--- config.mk ---
export PLATFORM = sky130hd
export DESIGN_NAME = t05_wb_manager_flat
export DESIGN_NICKNAME = d
export VERILOG_FILES = /design/src/rtl/t05_wb_manager_if.sv /design/src/rtl/t05_wb_manager.sv /design/src/flat_wrapper.sv
export SDC_FILE = /design/constraint.sdc
export NUM_CORES = 1
export LEC_CHECK = 0
export ABC_CLOCK_PERIOD_IN_PS = 4800
export CORE_UTILIZATION = 40
export DETAILED_ROUTE_END_ITERATION = 16
export PLACE_DENSITY = 0.76
export SLEW_MARGIN = 40
export SYNTH_ARGS = -nofsm -noshare
export SYNTH_HDL_FRONTEND = slang
export SYNTH_SLANG_ARGS = --single-unit
export TNS_END_PERCENT = 5
--- constraint.sdc ---
create_clock -name clk -period 4.8 [get_ports clk]
set_input_delay 0.72 -clock clk [delete_from_list [all_inputs] [get_ports clk]]
set_output_delay 0.72 -clock clk [all_outputs]
set_load 0.005 [all_outputs]
--- src/rtl/t05_wb_manager_if.sv ---
// Wishbone B4 classic bus between the manager and the SRAM wrapper.
// The master drives the cycle; the slave returns read data and ACK.
interface t05_wb_manager_if;
  logic [31:0] ADR_O;
  logic [31:0] DAT_O;
  logic [3:0]  SEL_O;
  logic        WE_O;
  logic        STB_O;
  logic        CYC_O;
  logic [31:0] DAT_I;
  logic        ACK_I;

  modport master (
    output ADR_O, DAT_O, SEL_O, WE_O, STB_O, CYC_O,
    input  DAT_I, ACK_I
  );

  modport slave (
    input  ADR_O, DAT_O, SEL_O, WE_O, STB_O, CYC_O,
    output DAT_I, ACK_I
  );
endinterface

--- src/rtl/t05_wb_manager.sv ---
// Single-outstanding Wishbone classic master: one level request in, one bus
// cycle out, completed by ACK_I or aborted by a watchdog.
module t05_wb_manager #(
  parameter int          TIMEOUT_CYCLES = 255,
  parameter logic [31:0] ERR_DATA       = 32'hDEADBEEF
) (
  input  logic                    clk,
  input  logic                    rst,
  input  logic                    wr_en,
  input  logic                    r_en,
  input  logic [3:0]              select,
  input  logic [31:0]             addr,
  input  logic [31:0]             data_i,
  output logic [31:0]             data_o,
  output logic                    busy_o,
  output logic                    rd_valid,
  output logic                    err_o,
  t05_wb_manager_if.master        wb
);

  localparam int CW = $clog2(TIMEOUT_CYCLES) + 1;
  localparam logic [CW-1:0] CNT_LAST = CW'(TIMEOUT_CYCLES - 1);

  typedef enum logic {IDLE, BUS} state_t;

  state_t        state_q, state_d;
  logic [31:0]   adr_q, adr_d;
  logic [31:0]   dat_q, dat_d;
  logic [3:0]    sel_q, sel_d;
  logic          we_q, we_d;
  logic [31:0]   data_q, data_d;
  logic          rd_valid_q, rd_valid_d;
  logic          err_q, err_d;
  logic [CW-1:0] cnt_q, cnt_d;

  always_ff @(posedge clk or posedge rst) begin
    if (rst) begin
      state_q    <= IDLE;
      adr_q      <= '0;
      dat_q      <= '0;
      sel_q      <= '0;
      we_q       <= 1'b0;
      data_q     <= '0;
      rd_valid_q <= 1'b0;
      err_q      <= 1'b0;
      cnt_q      <= '0;
    end else begin
      state_q    <= state_d;
      adr_q      <= adr_d;
      dat_q      <= dat_d;
      sel_q      <= sel_d;
      we_q       <= we_d;
      data_q     <= data_d;
      rd_valid_q <= rd_valid_d;
      err_q      <= err_d;
      cnt_q      <= cnt_d;
    end
  end

  always_comb begin
    state_d    = state_q;
    adr_d      = adr_q;
    dat_d      = dat_q;
    sel_d      = sel_q;
    we_d       = we_q;
    data_d     = data_q;
    rd_valid_d = 1'b0;
    err_d      = 1'b0;
    cnt_d      = cnt_q;

    case (state_q)
      IDLE: begin
        if (wr_en || r_en) begin
          adr_d   = addr;
          dat_d   = data_i;
          sel_d   = select;
          we_d    = wr_en;  // write wins when both are requested
          cnt_d   = '0;
          state_d = BUS;
        end
      end
      BUS: begin
        // we_q still identifies the operation here; it is cleared on exit.
        if (wb.ACK_I) begin
          we_d    = 1'b0;
          state_d = IDLE;
          if (!we_q) begin
            data_d     = wb.DAT_I;
            rd_valid_d = 1'b1;
          end
        end else if (cnt_q == CNT_LAST) begin
          we_d    = 1'b0;
          err_d   = 1'b1;
          state_d = IDLE;
          if (!we_q) begin
            data_d = ERR_DATA;
          end
        end else begin
          cnt_d = cnt_q + CW'(1);
        end
      end
      default: state_d = IDLE;
    endcase
  end

  assign busy_o   = (state_q == BUS);
  assign data_o   = data_q;
  assign rd_valid = rd_valid_q;
  assign err_o    = err_q;

  assign wb.ADR_O = adr_q;
  assign wb.DAT_O = dat_q;
  assign wb.SEL_O = sel_q;
  assign wb.WE_O  = we_q;
  assign wb.CYC_O = (state_q == BUS);
  assign wb.STB_O = (state_q == BUS);

endmodule

--- src/flat_wrapper.sv ---
// flat-port wrapper written by rule: the top's interface ports become plain ports
module t05_wb_manager_flat 
#(
  parameter int          TIMEOUT_CYCLES = 255,
  parameter logic [31:0] ERR_DATA       = 32'hDEADBEEF
)
  (clk, rst, wr_en, r_en, select, addr, data_i, data_o, busy_o, rd_valid, err_o, wb_ADR_O, wb_DAT_O, wb_SEL_O, wb_WE_O, wb_STB_O, wb_CYC_O, wb_DAT_I, wb_ACK_I);
  t05_wb_manager_if wb_i ();
  input  logic clk;
  input  logic rst;
  input  logic wr_en;
  input  logic r_en;
  input  logic [3:0] select;
  input  logic [31:0] addr;
  input  logic [31:0] data_i;
  output logic [31:0] data_o;
  output logic busy_o;
  output logic rd_valid;
  output logic err_o;
  output wire logic [$bits(wb_i.ADR_O)-1:0] wb_ADR_O;
  output wire logic [$bits(wb_i.DAT_O)-1:0] wb_DAT_O;
  output wire logic [$bits(wb_i.SEL_O)-1:0] wb_SEL_O;
  output wire logic [$bits(wb_i.WE_O)-1:0] wb_WE_O;
  output wire logic [$bits(wb_i.STB_O)-1:0] wb_STB_O;
  output wire logic [$bits(wb_i.CYC_O)-1:0] wb_CYC_O;
  input wire logic [$bits(wb_i.DAT_I)-1:0] wb_DAT_I;
  input wire logic [$bits(wb_i.ACK_I)-1:0] wb_ACK_I;
  assign wb_ADR_O = wb_i.ADR_O;
  assign wb_DAT_O = wb_i.DAT_O;
  assign wb_SEL_O = wb_i.SEL_O;
  assign wb_WE_O = wb_i.WE_O;
  assign wb_STB_O = wb_i.STB_O;
  assign wb_CYC_O = wb_i.CYC_O;
  assign wb_i.DAT_I = wb_DAT_I;
  assign wb_i.ACK_I = wb_ACK_I;
  t05_wb_manager #(.TIMEOUT_CYCLES(TIMEOUT_CYCLES), .ERR_DATA(ERR_DATA)) u_core (.clk(clk), .rst(rst), .wr_en(wr_en), .r_en(r_en), .select(select), .addr(addr), .data_i(data_i), .data_o(data_o), .busy_o(busy_o), .rd_valid(rd_valid), .err_o(err_o), .wb(wb_i));
endmodule
==> results of run 1 <==
-- sequential cells by signal, indices dropped and copies added, names as in the netlist --
register and cells:
u_core.data_o 32, u_core.wb.SEL_O 4, u_core.wb.ADR_O 32, u_core.err_o 1
u_core.wb.DAT_O 32, u_core.cnt_q 9, u_core.wb.WE_O 1, u_core.rd_valid 1
u_core.busy_o 1
-- how the worst max path moves through the flow --
stage | from | to | cells after the start | slack (ns)
global placement | r_en | u_core.cnt_q[5] | 6 | 1.94
global route | r_en | u_core.cnt_q[5] | 6 | 2.15
CTS | u_core.busy_o | wb_STB_O | 1 | 2.37
finish | r_en | u_core.cnt_q[5] | 6 | 2.38
detailed placement | r_en | u_core.cnt_q[5] | 6 | 1.89
floorplan | rst | u_core.busy_o | 1 | 1.09
-- logic make-up (layout without fill, tap and decap cells) --
group	count (synthesis)	count (layout)	synth area share, %
mux	3	3	0.693
xor+xnor	1	1	0.202
fa+ha+maj	2	2	0.577
buf+inv	29	250	3.29
simple gates	235	235	21.8
flops	113	113	65.3
compound gates	44	44	8.17
-- through the flow --
step,total power [mW],hold slack [ns],util (%),worst slack [ns],instances
floorplan,1.95,0.437,-,1.09,427
global placement,2.80,0.451,62.5,1.94,752
detailed placement,2.84,0.461,62.6,1.89,752
CTS,4.02,0.468,68.0,2.37,784
global route,4.23,0.494,68.0,2.15,784
finish,3.97,0.467,68.0,2.38,784
-- where the power goes --
group / internal, mW / switching, mW
sequential: 1.30 / 0.203
clock: 0.750 / 0.410
combinational: 0.828 / 0.479
-- cell type report --
type,count,share of cell area (%)
Sequential cell,113,39.9
Timing Repair Buffer,213,30.0
Multi-Input combinational cell,285,19.4
Clock buffer,23,6.87
Tap cell,136,2.40
Clock inverter,9,1.13
Inverter,5,0.336
-- routing by layer --
layer / vias to the layer above / share of wire, %
met2: 145 / 49
met5: - / 0
met1: 1719 / 43
met3: 10 / 7.2
met4: 0 / 0.76
li1: 1793 / -
-- cell usage in the layout, fill, tap and decap left out, types with 4 or more instances in the layout --
master           synthesis  final
a22o_1                   8      8
a31oi_1                  4      4
clkbuf_16                0     16
clkbuf_8                 0      6
clkdlybuf4s50_1          0    210
clkinv_2                 0      4
clkinvlp_4               0      4
dfrtp_1                113    113
nand2_1                213    212
nor2_1                   5      4
o22a_1                  24     24
==> impl_summary.txt, run 1 <==
----------------------------------------------------
[Critical path]
  Critical Path Sink Type ... flop
  Highest cell delay on the worst timing path ... 0.55 ns
  Chain of cells forming the critical path ... clkdlybuf4s50_1 > nor2_1 > or2_2 > buf_4 > o21ai_0 > a31oi_1
  Class of the most critical setup path ... in -> reg
  Crit path DAT ... around 2.8 ns
  Top cell family by delay on the critical path ... buffers and inverters
  Worst R2R Path Depth ... 4
  Crit-path slowest cell ... or2_2
  Endpoint of the most critical register-to-register path ... u_core.cnt_q[5]
  Max Fanout on Critical Path ... 45
  Kind of launch point of the worst setup path ... input pin
  Required time reported for the critical path endpoint ... 5.21 ns
  R2r setup slk ... ~2.7 ns
  Reg-to-reg startpoint ... u_core.busy_o
  Buf/Inv on CP ... 2

[GRT]
  Via count of the first global-routing pass ... about 3,700
  Met2 global-route usage ... 34.8%
  Sum of overflow across all layers after global routing ... 0
  Busiest grt layer ... met2
  M1 GR Usage ... around a quarter
  Maximum number of pins on one net before global-route repair ... 84
  GRT Overall Usage ... 21.0%
  Global-route wire length before repair ... 18,300 um
  Number of antenna violations at the first check in global routing ... 0
  Met3 routing resource usage after global routing ... 7.54%

[Detailed routing]
  Final WL ... 11,000 um
  Total iterations of the first detailed-routing run ... 5
  Residual DRC ... 0
  Vias post-DR ... 3,667
  Via/cell ratio ... ~4.7
  Initial DRC count ... between 200 and 250
  Detail-routed net length per standard cell ... 14.0 um
  Remaining number of nets flagged by the antenna check after routing ... 0

[Floorplanning]
  Number of placed I/O pins ... 211
  Die width ... 106 um
  Initial Utilization ... 41.6%
  Cell row count ... 37
  Die area ... approximately 11,000 sq um
  Die H ... between 100 and 150 um
  Core area ... 10,400 sq um

[CTS]
  Number of clock buffers inserted by TritonCTS ... 17
  Post-CTS setup repair buffer count ... 0
  Number of buffers on the longest clock path ... 2
  PostCTS Resize Cnt ... 0
  Clock sink count ... 113
  Clock latency reported for the late side of the worst-skew pair ... around 0.50 ns
  Clock transition at the registers of the reported paths ... approximately 0.050 ns
  Clock tree root driver cell ... clkbuf_8
  TritonCTS clock tree ... done
  Cts hold-fix bufs ... 0
  Htree depth ... 4

[STA]
  Fin crit period ... 2.42 ns
  Least-Margin Pin Slew ... 0.712 ns
  Total setup violations reported at the end of the flow ... 0
  Post-route setup TNS ... 0 ns
  Final Hold Viols ... 0
  Part of the cycle the worst path needs ... 50.4%
  Worst rel slew slack ... 52.4%
  Clk_skew ... 0.00539 ns
  RSZ-0062 raised after global routing ... false
  Max Freq ... 0.414 GHz
  Max Slew Vio Count ... 0

[Placed design]
  Placed instance area ... 6520 sq um
  Detailed-placement wirelength estimate ... 7680 um
  Port Buf Inserts ... 210
  Final estimated routing congestion in global placement ... 0.745

[Power and ir drop]
  Pwr per Cell Area ... 560 nW/um^2
  Worst vdd rail ir drop ... 0.289 mV
  Leakage power total ... 3.28 nW

[Logic synthesis]
  Most frequent cell after synthesis ... nand2_1
  Fraction of registers with async set/reset ... 100%
  Synth warn ... 0
  Synthesized instance count ... between 400 and 500
  Count of different cell masters after synthesis ... 34
  Cell type with the largest total area after synthesis ... dfrtp_1
  Fraction of synthesized cell area taken by the top area cell type ... between 60 and 70%
  Synth Cell Area ... 4330 sq um
  Syn nets ... 534
  Total of flip-flops plus latches after synthesis ... 113
  Top cells by count, synth ... nand2_1, dfrtp_1, o22a_1, clkbuf_1, a22o_1
  Portion of the post-synthesis area used by sequential elements ... between 60% and 70%
  Average footprint of a synthesized cell ... 10.1 sq um
  Number of synthesized flops with an enable pin ... 0
  Main area contributors after synthesis ... dfrtp_1, nand2_1, o22a_1, a22o_1, clkbuf_1
  Top_reg_cell synth ... dfrtp_1

[Cells and area]
  # diodes ... 0
  Post-layout nets ... around 740
  Combined area of the multi-input logic cells ... 1370 sq um
  Final Instance Area ... 7090 sq um
  Count of filler cells inserted in the layout ... 809
  Register cell area after layout ... around 2800 sq um
  Share of layout cells above drive strength 1 ... ~6.3%
  Area growth from synthesis to layout ... 63.5%

[Hold path]
  Startpoint of the lowest-slack hold path ... u_core.cnt_q[6]
  Kind of path behind the tightest hold check ... reg -> reg
  Number of cells traversed by the worst hold path ... 1
  Worst Hold End ... u_core.cnt_q[6]

[Job]
  Count of maximum capacitance violations ... 0

[Outcome]
  Result of the run ... finished, final reports clean

----------------------------------------------------
Power figures use the tool's default switching activity.
==> run 2: changes to the inputs <==
--- a/config.mk
+++ b/config.mk
@@ -5,7 +5,7 @@
 export SDC_FILE = /design/constraint.sdc
 export NUM_CORES = 1
 export LEC_CHECK = 0
-export ABC_CLOCK_PERIOD_IN_PS = 4800
+export ABC_CLOCK_PERIOD_IN_PS = 2300
 export CORE_UTILIZATION = 40
 export DETAILED_ROUTE_END_ITERATION = 16
 export PLACE_DENSITY = 0.76
==> constraint.sdc (replaced) <==
create_clock -name clk -period 2.3 [get_ports clk]
set_input_delay 0.345 -clock clk [delete_from_list [all_inputs] [get_ports clk]]
set_output_delay 0.345 -clock clk [all_outputs]
set_load 0.005 [all_outputs]
==> impl_summary.txt, run 2 (synthesis gave the netlist of run 1 again) <==
----------------------------------------------------
[Outcome]
  Result of the run ... finished, final reports clean

[Power and ir drop]
  Pwr per Cell Area ... about 1200 nW/um^2
  Leakage power total ... 3.32 nW
  Worst vdd rail ir drop ... 0.549 mV

[CTS]
  Cts hold-fix bufs ... 0
  Clock transition at the registers of the reported paths ... 0.05 ns
  Post-CTS setup repair buffer count ... 0
  Clock sink count ... 113
  Number of buffers on the longest clock path ... 2
  Clock latency reported for the late side of the worst-skew pair ... just under 0.5 ns
  Clock tree root driver cell ... clkbuf_8
  TritonCTS clock tree ... done
  PostCTS Resize Cnt ... 0
  Htree depth ... 4
  Number of clock buffers inserted by TritonCTS ... 17

[STA]
  Post-route setup TNS ... 0 ns
  Max Freq ... 0.488 GHz
  Clk_skew ... 0.0128 ns
  Max Slew Vio Count ... 0
  Fin crit period ... about 2.0 ns
  Least-Margin Pin Slew ... 0.445 ns
  RSZ-0062 raised after global routing ... false
  Worst rel slew slack ... 70.3%
  Part of the cycle the worst path needs ... 89.0%
  Final Hold Viols ... 0
  Total setup violations reported at the end of the flow ... 0

[Floorplanning]
  Die width ... 106 um
  Number of placed I/O pins ... 211
  Initial Utilization ... 41.6%
  Die H ... 106 um
  Cell row count ... 37
  Die area ... about 11,000 sq um
  Core area ... roughly 10,000 sq um

[Detailed routing]
  Wire length on met2 ... ~5500 um
  Via/cell ratio ... 4.78
  Residual DRC ... 0
  Detail-routed net length per standard cell ... 14.2 um
  Met1 routed wirelength after detailed routing ... 4750 um
  Final WL ... 11,100 um
  Vias post-DR ... 3,756
  Remaining number of nets flagged by the antenna check after routing ... 0
  Total met3 wirelength after detailed routing ... slightly below 800 um
  Initial DRC count ... between 200 and 300
  Total iterations of the first detailed-routing run ... 5
  Top Layer Used ... met4

[GRT]
  Via count of the first global-routing pass ... around 3,700
  Number of antenna violations at the first check in global routing ... 0
  GRT Overall Usage ... between 20% and 30%
  Maximum number of pins on one net before global-route repair ... 76
  Global-route wire length before repair ... 18,100 um
  Sum of overflow across all layers after global routing ... 0

[Hold path]
  Kind of path behind the tightest hold check ... in -> async

[Critical path]
  Critical Path Sink Type ... output pin
  Highest cell delay on the worst timing path ... 0.61 ns
  Top cell family by delay on the critical path ... flip-flops
  Kind of launch point of the worst setup path ... flop
  Crit-path slowest cell ... dfrtp_1
  Max Fanout on Critical Path ... 12
  Buf/Inv on CP ... 1
  Required time reported for the critical path endpoint ... slightly below 2 ns
  Class of the most critical setup path ... reg -> out
  Crit path DAT ... between 1.5 and 2 ns
  Chain of cells forming the critical path ... clkdlybuf4s50_1

[Placed design]
  Detailed-placement wirelength estimate ... about 8000 um
  Placed instance area ... 6570 sq um
  Port Buf Inserts ... between 200 and 250
  Final estimated routing congestion in global placement ... approximately 0.8

[Job]
  Count of maximum capacitance violations ... 0

[Cells and area]
  Most frequent standard cell in the layout excluding fill and tap cells ... nand2_1
  Combined area of the multi-input logic cells ... 1370 sq um
  Register cell area after layout ... 2830 sq um
  Leading cell types in the layout, fill and taps excluded ... nand2_1, clkdlybuf4s50_1, dfrtp_1, o22a_1, clkbuf_16
  Area growth from synthesis to layout ... 65.0%
  Post-layout nets ... 746
  # diodes ... 0
  Count of filler cells inserted in the layout ... 804
  Final Instance Area ... around 7200 sq um
  Share of layout cells above drive strength 1 ... 6.62%

----------------------------------------------------
[run 2: metal layers]
metal	track usage (%)	vias to the layer above
li1	-	1803
met4	6.94	0
met3	6.25	4
met5	0	-
met1	26.1	1789
met2	34.3	160
[run 2: power breakdown]
part / switching (mW) / total [mW] / internal, mW
registers: 0.428 / 3.14 / 2.71
logic: 1.01 / 2.77 / 1.76
clock network: 0.836 / 2.52 / 1.68
total: 2.28 / 8.43 / 6.15
[run 2: final cells by class]
type | count | area share (%)
Timing Repair Buffer | 217 | 30.5
Clock buffer | 19 | 6.18
Tap cell | 136 | 2.38
Inverter | 5 | 0.315
Clock inverter | 11 | 1.94
Sequential cell | 113 | 39.5
Multi-Input combinational cell | 285 | 19.2
[run 2: stage by stage]
| stage | setup WS [ns] | hold WS [ns] | utilization [%] | cells | power (mW) |
|---|---|---|---|---|---|
| after global routing | 0.182 | 0.172 | 68.6 | 786 | 8.95 |
| after detailed placement | 0.349 | 0.461 | 63.1 | 756 | 5.97 |
| after global placement | 0.473 | 0.457 | 63.1 | 756 | 5.89 |
| final | 0.253 | 0.176 | 68.6 | 786 | 8.43 |
| after CTS | 0.210 | 0.157 | 68.6 | 786 | 8.54 |
| after floorplan | 0.584 | 0.415 | - | 427 | 4.07 |
[run 2: path summary, 6_finish.rpt]
kind | from | endpoint | slack, ns | cells past startpoint
max reg2reg | u_core.cnt_q[0] | u_core.data_o[31] | 0.63 | 6
min in group clk | data_i[0] | u_core.wb.DAT_O[0] | 0.38 | 3
min | rst | u_core.data_o[18] | 0.18 | 2
max in group asynchronous | rst | u_core.data_o[29] | 1.45 | 3
min reg2reg | u_core.wb.DAT_O[17] | u_core.wb.DAT_O[17] | 0.47 | 2
max | u_core.busy_o | wb_STB_O | 0.25 | 1
==> run 3: changes to the inputs <==
--- a/config.mk
+++ b/config.mk
@@ -8,6 +8,7 @@
 export ABC_CLOCK_PERIOD_IN_PS = 2300
 export CORE_UTILIZATION = 40
 export DETAILED_ROUTE_END_ITERATION = 16
+export MAX_ROUTING_LAYER = met4
 export PLACE_DENSITY = 0.76
 export SLEW_MARGIN = 40
 export SYNTH_ARGS = -nofsm -noshare
==> impl_summary.txt, run 3 (synthesis gave the netlist of run 1 again) <==
----------------------------------------------------
[GRT]
  Global-route wire length before repair ... about 18,000 um
  Maximum number of pins on one net before global-route repair ... 76
  Via count of the first global-routing pass ... ~3,700
  Number of antenna violations at the first check in global routing ... 0
  GRT Overall Usage ... 21.4%
  Sum of overflow across all layers after global routing ... 0

[Critical path]
  Critical Path Sink Type ... output pin
  Worst path depth ... 1
  Top cell family by delay on the critical path ... flip-flops
  Class of the most critical setup path ... reg -> out
  Reg-to-reg startpoint ... u_core.cnt_q[0]
  Highest cell delay on the worst timing path ... 0.61 ns
  Crit path DAT ... 1.70 ns
  Chain of cells forming the critical path ... clkdlybuf4s50_1
  Worst R2R Path Depth ... 6
  Crit-path slowest cell ... dfrtp_1
  R2r setup slk ... 0.63 ns
  Kind of launch point of the worst setup path ... flop
  Required time reported for the critical path endpoint ... 1.96 ns
  Buf/Inv on CP ... 1
  Endpoint of the most critical register-to-register path ... u_core.data_o[31]
  Max Fanout on Critical Path ... 12

[STA]
  Total setup violations reported at the end of the flow ... 0
  Max Slew Vio Count ... 0
  Least-Margin Pin Slew ... 0.445 ns
  Max Freq ... 0.488 GHz
  Final Hold Viols ... 0
  RSZ-0062 raised after global routing ... false
  Fin crit period ... 2.05 ns
  Clk_skew ... 0.0128 ns
  Post-route setup TNS ... 0 ns
  Part of the cycle the worst path needs ... 89.1%
  Final worst slack ... 0.251 ns
  Worst rel slew slack ... 70.3%

[Outcome]
  Result of the run ... finished, final reports clean

[Floorplanning]
  Number of placed I/O pins ... 211
  Die width ... between 100 and 150 um
  Die area ... between 10,000 and 15,000 sq um
  Die H ... 106 um
  Cell row count ... 37
  Initial Utilization ... 41.6%
  Core area ... around 10,000 sq um

[Detailed routing]
  Via/cell ratio ... 4.77
  Vias post-DR ... 3,746
  Initial DRC count ... 284
  Detail-routed net length per standard cell ... between 10 and 15 um
  Remaining number of nets flagged by the antenna check after routing ... 0
  Final WL ... roughly 11,000 um
  Total iterations of the first detailed-routing run ... 5
  Residual DRC ... 0

[Cells and area]
  Area growth from synthesis to layout ... 65.0%
  Post-Route Utilization ... 68.6%
  Count of filler cells inserted in the layout ... 804
  # diodes ... 0
  Register cell area after layout ... 2830 sq um
  Share of layout cells above drive strength 1 ... roughly 6.6%
  Leading cell types in the layout, fill and taps excluded ... nand2_1, clkdlybuf4s50_1, dfrtp_1, o22a_1, clkbuf_16
  Most frequent standard cell in the layout excluding fill and tap cells ... nand2_1
  Post-layout nets ... 746
  Combined area of the multi-input logic cells ... 1370 sq um
  Finished Layout Cells ... slightly below 800

[CTS]
  Cts hold-fix bufs ... 0
  TritonCTS clock tree ... done
  Clock transition at the registers of the reported paths ... 0.05 ns
  Clock sink count ... 113
  Post-CTS setup repair buffer count ... 0
  Clock tree root driver cell ... clkbuf_8
  Number of buffers on the longest clock path ... 2
  Number of clock buffers inserted by TritonCTS ... 17
  PostCTS Resize Cnt ... 0
  Clock latency reported for the late side of the worst-skew pair ... 0.49 ns
  Htree depth ... 4

[Placed design]
  Number of cells in the design after placement ... 756
  Port Buf Inserts ... 210
  Final estimated routing congestion in global placement ... 0.810
  Post-place setup slack ... 0.349 ns
  Detailed-placement wirelength estimate ... about 7900 um

[Hold path]
  Kind of path behind the tightest hold check ... in -> async

[Power and ir drop]
  Leakage power total ... 3.32 nW
  Worst vdd rail ir drop ... ~0.55 mV
  Pwr per Cell Area ... between 1000 and 1500 nW/um^2

[Job]
  Count of maximum capacitance violations ... 0

----------------------------------------------------
## run 3: final cells by class
cell class	instances	share of cell area, %
clock inverter	11	1.94
tap	136	2.38
timing repair buffer	217	30.5
clock buffer	19	6.18
multi-input combinational	285	19.2
sequential	113	39.5
inverter	5	0.315
## run 3: power breakdown
part	switching, mW	leakage [nW]	internal (mW)
combinational	1.01	1.66	1.76
clock	0.837	0.285	1.68
sequential	0.429	1.37	2.71
total	2.28	3.32	6.15
## run 3: how the worst max path moves through the flow
| stage | from | end | slack, ns |
|---|---|---|---|
| 2_1_floorplan | rst | u_core.busy_o | 0.58 |
| 3_3_place_gp | r_en | u_core.cnt_q[2] | 0.47 |
| 3_5_place_dp | wb_ACK_I | u_core.cnt_q[7] | 0.35 |
| 4_1_cts | u_core.busy_o | wb_STB_O | 0.21 |
| 5_1_grt | u_core.busy_o | wb_STB_O | 0.18 |
| 6_report | u_core.busy_o | wb_STB_O | 0.25 |
## run 3: stage by stage
step	hold WS, ns	power [mW]	instance area, sq um
2_1_floorplan	0.415	4.07	4340
3_3_place_gp	0.457	5.89	6570
3_5_place_dp	0.461	5.97	6570
4_1_cts	0.157	8.54	7150
5_1_grt	0.172	8.95	7150
6_report	0.174	8.43	7150
## run 3: layer usage
| metal | up-vias | track usage [%] | wire length, um |
|---|---|---|---|
| li1 | 1803 | - | - |
| met1 | 1775 | 26.4 | 4770 |
| met2 | 166 | 34.3 | 5610 |
| met3 | 2 | 5.76 | 775 |
| met4 | 0 | 6.94 | 14 |
| met5 | - | - | 0 |
